===== src/rtl/serial_gpio_bridge.sv =====
// Byte-command bridge from a UART rx/tx pair to NUM_PORTS GPIO ports of GP_WIDTH bits.
// Write frames carry the port index, then NB data bytes MSB first; reads return NB bytes.
module serial_gpio_bridge #(
  parameter int         NUM_PORTS      = 4,
  parameter int         GP_WIDTH       = 16,
  parameter int         TIMEOUT_CYCLES = 1000000,
  parameter logic [7:0] ACK_BYTE       = 8'hA5,
  parameter logic [7:0] ERR_BYTE       = 8'hEE
) (
  input  logic                          clk,
  input  logic                          rst,
  input  logic                          rx_valid,
  input  logic [7:0]                    rx_data,
  output logic                          tx_start,
  output logic [7:0]                    tx_data,
  input  logic                          tx_busy,
  output logic [NUM_PORTS*GP_WIDTH-1:0] gp_out,
  input  logic [NUM_PORTS*GP_WIDTH-1:0] gp_in,
  output logic [NUM_PORTS-1:0]          wr_strobe
);

  localparam int NB  = GP_WIDTH / 8;
  localparam int BCW = $clog2(NB + 1);
  localparam int TW  = $clog2(TIMEOUT_CYCLES + 1);

  typedef enum logic [2:0] {IDLE, WDATA, WCOMMIT, TXWAIT, TXSEND, TXHOLD} state_t;

  state_t                        state_q;
  logic [6:0]                    port_q;
  logic [BCW-1:0]                bcnt_q;
  logic [BCW-1:0]                scnt_q;
  logic [TW-1:0]                 tmo_q;
  logic [GP_WIDTH-1:0]           asm_q;
  logic [GP_WIDTH-1:0]           shift_q;
  logic [NUM_PORTS*GP_WIDTH-1:0] gp_out_q;
  logic [NUM_PORTS-1:0]          wr_strobe_q;
  logic                          tx_start_q;
  logic [7:0]                    tx_data_q;

  logic [GP_WIDTH-1:0] rd_sel;
  logic                idx_ok;

  function automatic logic [GP_WIDTH-1:0] top_byte(input logic [7:0] b);
    logic [GP_WIDTH-1:0] r;
    r = '0;
    r[GP_WIDTH-1 -: 8] = b;
    return r;
  endfunction

  function automatic logic [GP_WIDTH-1:0] shift_in(input logic [GP_WIDTH-1:0] cur,
                                                   input logic [7:0] b);
    logic [GP_WIDTH-1:0] r;
    r = cur << 8;
    r[7:0] = b;
    return r;
  endfunction

  // Mux rather than a variable part-select so an out-of-range index never reads past gp_in.
  always_comb begin
    rd_sel = '0;
    for (int k = 0; k < NUM_PORTS; k++) begin
      if (rx_data[6:0] == 7'(k)) rd_sel = gp_in[k*GP_WIDTH +: GP_WIDTH];
    end
  end

  assign idx_ok = ({1'b0, rx_data[6:0]} < 8'(NUM_PORTS));

  always_ff @(posedge clk) begin
    wr_strobe_q <= '0;
    tx_start_q  <= 1'b0;
    if (!rst) begin
      state_q   <= IDLE;
      port_q    <= '0;
      bcnt_q    <= '0;
      scnt_q    <= '0;
      tmo_q     <= '0;
      gp_out_q  <= '0;
      tx_data_q <= '0;
    end else begin
      case (state_q)
        IDLE: begin
          if (rx_valid) begin
            if (!idx_ok) begin
              shift_q <= top_byte(ERR_BYTE);
              scnt_q  <= BCW'(1);
              state_q <= TXWAIT;
            end else if (rx_data[7]) begin
              port_q  <= rx_data[6:0];
              bcnt_q  <= '0;
              tmo_q   <= '0;
              state_q <= WDATA;
            end else begin
              shift_q <= rd_sel;
              scnt_q  <= BCW'(NB);
              state_q <= TXWAIT;
            end
          end
        end
        WDATA: begin
          // A byte arriving on the terminal-count cycle still counts.
          if (rx_valid) begin
            asm_q  <= shift_in(asm_q, rx_data);
            tmo_q  <= '0;
            bcnt_q <= bcnt_q + BCW'(1);
            if (bcnt_q == BCW'(NB - 1)) state_q <= WCOMMIT;
          end else if (tmo_q == TW'(TIMEOUT_CYCLES)) begin
            shift_q <= top_byte(ERR_BYTE);
            scnt_q  <= BCW'(1);
            state_q <= TXWAIT;
          end else begin
            tmo_q <= tmo_q + TW'(1);
          end
        end
        WCOMMIT: begin
          for (int k = 0; k < NUM_PORTS; k++) begin
            if (port_q == 7'(k)) begin
              gp_out_q[k*GP_WIDTH +: GP_WIDTH] <= asm_q;
              wr_strobe_q[k]                   <= 1'b1;
            end
          end
          shift_q <= top_byte(ACK_BYTE);
          scnt_q  <= BCW'(1);
          state_q <= TXWAIT;
        end
        TXWAIT: begin
          if (!tx_busy) begin
            tx_start_q <= 1'b1;
            tx_data_q  <= shift_q[GP_WIDTH-1 -: 8];
            state_q    <= TXSEND;
          end
        end
        TXSEND: begin
          shift_q <= shift_q << 8;
          scnt_q  <= scnt_q - BCW'(1);
          state_q <= TXHOLD;
        end
        TXHOLD: begin
          // tx_busy is not trusted yet here; the transmitter may not have raised it.
          state_q <= (scnt_q != '0) ? TXWAIT : IDLE;
        end
        default: state_q <= IDLE;
      endcase
    end
  end

  assign tx_start  = tx_start_q;
  assign tx_data   = tx_data_q;
  assign gp_out    = gp_out_q;
  assign wr_strobe = wr_strobe_q;

endmodule


===== config.mk =====
export PLATFORM = sky130hd
export DESIGN_NAME = serial_gpio_bridge
export DESIGN_NICKNAME = d
export VERILOG_FILES = /design/src/rtl/serial_gpio_bridge.sv
export SDC_FILE = /design/constraint.sdc
export NUM_CORES = 1
export LEC_CHECK = 0
export CAP_MARGIN = 20
export CELL_PAD_IN_SITES_DETAIL_PLACEMENT = 0
export CELL_PAD_IN_SITES_GLOBAL_PLACEMENT = 1
export CORE_UTILIZATION = 35
export CTS_CLUSTER_DIAMETER = 40
export DETAILED_ROUTE_END_ITERATION = 7
export GPL_TIMING_DRIVEN = 0
export PLACE_DENSITY = 0.83
export SYNTH_ARGS = -nofsm -noshare
export SYNTH_HDL_FRONTEND = slang
export SYNTH_SLANG_ARGS = --single-unit

===== constraint.sdc =====
create_clock -name clk -period 3.5 [get_ports clk]
set_input_delay 0.7 -clock clk [delete_from_list [all_inputs] [get_ports clk]]
set_output_delay 0.7 -clock clk [all_outputs]
set_load 0.01 [all_outputs]

==> results of run 1 <==
## flip-flops by register name (all words and copies together), names as in the netlist
signal	flops
asm_q	16
gp_out	64
tx_data	8
scnt_q	2
port_q	7
tmo_q	20
shift_q	16
state_q	3
wr_strobe	4
bcnt_q	2
tx_start	1
## per-layer routing
metal / global-route usage, % / part of all wire (%) / vias to the layer above
li1: - / - / 2810
met1: 25.3 / 46 / 2598
met2: 32.5 / 47 / 199
met3: 3.93 / 5.3 / 21
met4: 7.22 / 1.7 / 0
met5: 0 / 0 / -
## power breakdown
part | switching, mW | internal [mW]
clock network | 0.665 | 0.978
logic | 0.535 | 0.433
registers | 0.0784 | 1.84
total | 1.28 | 3.25
## kinds of logic after synthesis
family | Yosys count
XOR/XNOR | 4
adder cells (fa/ha/maj) | 8
buffers and inverters | 55
multiplexers | 19
AO/OA/AOI/OAI | 158
flip-flops | 143
AND/OR/NAND/NOR | 306
## how the worst min path moves through the flow
stage | start | to | slack [ns]
2_1_floorplan | scnt_q[0] | scnt_q[0] | 0.44
3_3_place_gp | gp_out[57] | gp_out[57] | 0.44
3_5_place_dp | gp_out[38] | gp_out[38] | 0.45
4_1_cts | gp_out[38] | gp_out[38] | 0.45
5_1_grt | gp_out[60] | gp_out[60] | 0.46
6_report | gp_out[38] | gp_out[38] | 0.45
## cells in the final DEF, fill, tap and decap left out, drive strengths merged, types with 6 or more instances in the layout
cell and instances:
nor4b 8, o21ai 14, and3 12, clkdlybuf4s50 151, and2 7, nand3 12, nor4 7, mux2i 11
clkinv 9, nand2 173, a21oi 93, nand2b 6, nand4 7, mux4 8, nor3 7, buf 20
nor2b 13, clkbuf 47, dfxtp 111, edfxtp 32, nor2 30, inv 10
## area by class of cell
class                           count  area (um2)
Buffer                             45         254
Clock buffer                       22         454
Clock inverter                     10        70.1
Fill cell                        1666        8820
Inverter                           10        37.5
Multi-Input combinational cell    495        2860
Sequential cell                   143        3180
Tap cell                          225         282
Timing Repair Buffer              151        1510
## worst max-delay path, cell delays in order
cell and delay, ns:
clkdlybuf4s50_1 0.46, nor3_2 0.44, and2_1 0.21, buf_2 0.24
o211ai_1 0.26, buf_2 0.27, a221oi_1 0.26, nor2_1 0.07
==> results.cfg, run 1 <==
[clock_network]
cts_tree = done
clk_latency_ns = 0.42
hold_buffers = 0
cts_sinks = 143
cts_resized = 0
postCtsSetupBuffers = 0
numCtsBuffers = 17
clk_pin_slew_ns = 0.06
htreeDepth = 4
clock_path_buffers = 2
cts_root_buffer = clkbuf_16

[logic_synthesis]
synth_edf_count = 32
netlist.area_leader.share_pct = 35.1
synth_simple_gate_area_share_pct = 23.2
synthArstFlopShare_pct = 0
synth_cell_types = 64
synth_top_family_by_area = simple AND/OR/NAND/NOR gates
post-synth-top-count-cell = nand2_1
avgSynthCellArea_um2 = 9.14
ys_warn_count = 0
synth_common_cells = nand2_1 (173), dfxtp_1 (111), a21oi_1 (88)
synth_area_leader_cell = dfxtp_1
synthMuxAreaShare_pct = 4.58
syn_inst = 693
synthTopCellsByArea = dfxtp_1 (35%), edfxtp_1 (15%), nand2_1 (10%)
netlist_area_um2 = 6330
synth-adder-area-share_pct = 1.42
synth_seq_area_share_pct = 50.3
synthesis.nets = 773
synth-compound-area-share_pct = 15.4
ys.flop_type = dfxtp_1
synth_xor_area_share_pct = 0.553
synth_seq_cells = 143

[hold_path]
holdPathStages = 2
min_path_type = flip-flop to flip-flop

[global_routing]
grt_start_max_net_pins = 17
grt-ovfl-total = 0
grt_first_pass_wirelength_um = 27800
grt_usage_pct = 19.7
first_global_vias = 5321
antenna_found_initial = 0

[cells_and_area]
post-route-util_pct = 49.5
layout-drive-gt1-share_pct = 8.11
n_antenna_cell = 0
area_growth_pct = 36.7
layout.nets = 943
layoutNonFillerInstCount = 1101
final_area_um2 = 8650

[sta]
setup_slack_ns = 0.741
hold_ws_ns = 0.453
finClkSkew_ns = 0.00803
slew_headroom_pct = 39.4
drv_slew = 0
fin_crit_ns = 2.76
hold_viol = 0
fmax_mhz = 362
tns_ns = 0
fin_crit_sh_pct = 78.8
tightest_slew_ns = 0.910
rsz0062_at_grt = no
setup-violations-final = 0

[outcome]
status = finished, final reports clean

[pwr]
power_density_nw_per_um2 = 523
ir_drop_v = 0.000394
leakage_nw = 2.91
finalPower_mw = 4.53

[setup_path]
path_max_fanout = 10
crit_start = rx_data[6]
reg2reg_slack_ns = 0.92
critPathLaunchType = input pin
r2r-start = tmo_q[0]
critPathKind = input pin to flip-flop
critPathCaptureType = flip-flop
reg2reg_depth = 6
reg2reg_to = shift_q[3]
required_ns = 3.67
cp.arrival_ns = 2.93
endpoint = shift_q[13]

[die]
rows = 48
ios = 153
die_w_um = 137
core-area_um2 = 17500
start_util_pct = 36.2
die_area_um2 = 18600
die_h_um = 137

[place]
pre_cts_ws_ns = 0.316
gp_congestion = 0.832
post-dp-hpwl_um = 13200
place_inst = 1069
post_dp_cell_area_um2 = 8130
port_buffers = 151

[detailed_routing]
first_iter_violations = 371
vias = 5628
wl_um = 17700
drtPass1Iterations = 7
postRouteAntennaNets = 0
wl_per_cell_um = 16.1
vias_per_cell = 5.11
drc = 0

[run]
cap_violations = 0
Power figures use the tool's default switching activity.
==> run 2: changes to the inputs <==
- CORE_UTILIZATION: 35 -> 34
- PLACE_DENSITY: 0.83 -> 0.84
- clock period: 3.5 -> 2.3 ns (I/O delays scaled with it)
==> results.cfg, run 2 (same netlist as run 1, synthesis figures left out) <==
[clock_network]
cts_root_buffer = clkbuf_16
htreeDepth = 4
cts_sinks = 143
clk_latency_ns = 0.42
cts_tree = done
hold_buffers = 0
numCtsBuffers = 17
clock_path_buffers = 2
clk_pin_slew_ns = 0.06

[place]
post-dp-hpwl_um = 13000
post_dp_cell_area_um2 = 8130
port_buffers = 151
gp_congestion = 0.880

[sta]
tns_ns = 0
fin_crit_ns = 2.22
drv_slew = 0
setup-violations-final = 0
hold_ws_ns = 0.448
fmax_mhz = 450
tightest_slew_ns = 0.761
fin_crit_sh_pct = 96.5
hold_viol = 0
rsz0062_at_grt = no
finClkSkew_ns = 0.0110
slew_headroom_pct = 49.2

[die]
die_w_um = 138
core-area_um2 = 18100
die_h_um = 138
die_area_um2 = 19200
rows = 49
start_util_pct = 35.0
ios = 153

[setup_path]
path_max_fanout = 10
critical_path.max_stage_delay_ns = 0.71
critPathLaunchType = input pin
reg2reg_depth = 7
critPathCaptureType = flip-flop
critPathKind = input pin to flip-flop
reg2reg_to = shift_q[12]
cpMaxStageDelayCell = clkdlybuf4s50_1
reg2reg_slack_ns = 0.18
r2r-start = tmo_q[0]
path_cells = clkdlybuf4s50_1, clkbuf_1, clkbuf_2, o21ai_0, a221oi_1, nor2_1
cp.arrival_ns = 2.39
required_ns = 2.47

[detailed_routing]
drtPass1Iterations = 7
first_iter_violations = 372
wl_um = 17600
vias_per_cell = 5.09
vias = 5654
wl_per_cell_um = 15.8
drc = 24
postRouteAntennaNets = 0

[hold_path]
min_path_type = flip-flop to flip-flop
hold_path_end = gp_out[60]
hp-start = gp_out[60]
holdPathStages = 2

[global_routing]
first_global_vias = 5380
grt_first_pass_wirelength_um = 28400
grt_start_max_net_pins = 17
antenna_found_initial = 0
grt-ovfl-total = 0
grt_usage_pct = 19.0

[run]
cap_violations = 0

[cells_and_area]
n_antenna_cell = 0
post-route-util_pct = 48.5
final_cell_mix = nand2_1 (173), clkdlybuf4s50_1 (151), dfxtp_1 (111)
layout_commonest_cell = nand2_1
largest_reg_flops = 64
layout.nets = 948
area_growth_pct = 38.6
layout-drive-gt1-share_pct = 9.53
final_area_um2 = 8780

[pwr]
leakage_nw = 2.97
power_density_nw_per_um2 = 797
ir_drop_v = 0.000598
finalPower_mw = 7.00

[outcome]
status = complete, but fails checks
violations = design-rule violations
## run 2: critical path, delay by kind of cell
kind / cells / cell delay [ns]
buffers and inverters: 3 / 1.45
AOI/OAI and AO/OA: 2 / 0.41
and+or+nand+nor: 1 / 0.07
## run 2: area by class of cell
type / instances / area (um2)
buffer: 45 / 267
clock inverter: 7 / 62.6
timing repair buffer: 156 / 1560
inverter: 10 / 37.5
fill: 1704 / 9310
clock buffer: 25 / 485
multi-input combinational: 495 / 2900
sequential: 143 / 3180
tap: 229 / 287
## run 2: where the power goes
group / switching, mW / internal [mW] / total, mW
combinational: 0.838 / 0.698 / 1.54
clock: 0.993 / 1.56 / 2.56
sequential: 0.112 / 2.79 / 2.90
total: 1.94 / 5.05 / 7.00
## run 2: layer usage
metal  vias to the layer above  global-route usage (%)  wire length (um)
li1                       2830                       -                 -
met1                      2619                    24.4              8100
met2                       185                    31.2              8190
met3                        20                    4.64              1050
met4                         0                    6.33               243
met5                         -                       0                 0
## run 2: worst max path at each step
stage	end	slack (ns)	start	cells past startpoint
floorplan	shift_q[0]	0.12	tmo_q[0]	6
finish	shift_q[13]	0.08	rx_data[1]	6
detailed placement	shift_q[12]	-0.69	rx_data[6]	7
CTS	shift_q[12]	0.002	rx_data[3]	7
global placement	shift_q[10]	-0.68	rx_data[6]	8
global route	shift_q[13]	0.002	rx_data[1]	6
## run 2: timing repair
item | 4_1_cts | 5_1_grt
setup buffers | 2 | 3
pin swaps | 2 | 1
gates resized for setup | 7 | 8
setup endpoints to repair | 33 | 19
## run 2: stage by stage
| step | cells | setup slack, ns |
|---|---|---|
| 2_1_floorplan | 693 | 0.116 |
| 3_3_place_gp | 1073 | -0.681 |
| 3_5_place_dp | 1073 | -0.690 |
| 4_1_cts | 1107 | 0.00202 |
| 5_1_grt | 1110 | 0.00244 |
| 6_report | 1110 | 0.0798 |
==> run 3: changes to the inputs <==
--- a/config.mk
+++ b/config.mk
@@ -14,4 +14,5 @@
 export GPL_TIMING_DRIVEN = 0
 export PLACE_DENSITY = 0.84
+export SLEW_MARGIN = 20
 export SYNTH_ARGS = -nofsm -noshare
 export SYNTH_HDL_FRONTEND = slang
==> constraint.sdc (replaced) <==
create_clock -name clk -period 2.3 [get_ports clk]
set_input_delay 0.46 -clock clk [delete_from_list [all_inputs] [get_ports clk]]
set_output_delay 0.46 -clock clk [all_outputs]
set_load 0.05 [all_outputs]
==> results of run 3 <==
The final DEF is identical to that of run 2. Status: complete, but fails checks: design-rule violations.
Main changes from that run: total power 7.00 mW -> 7.23 mW
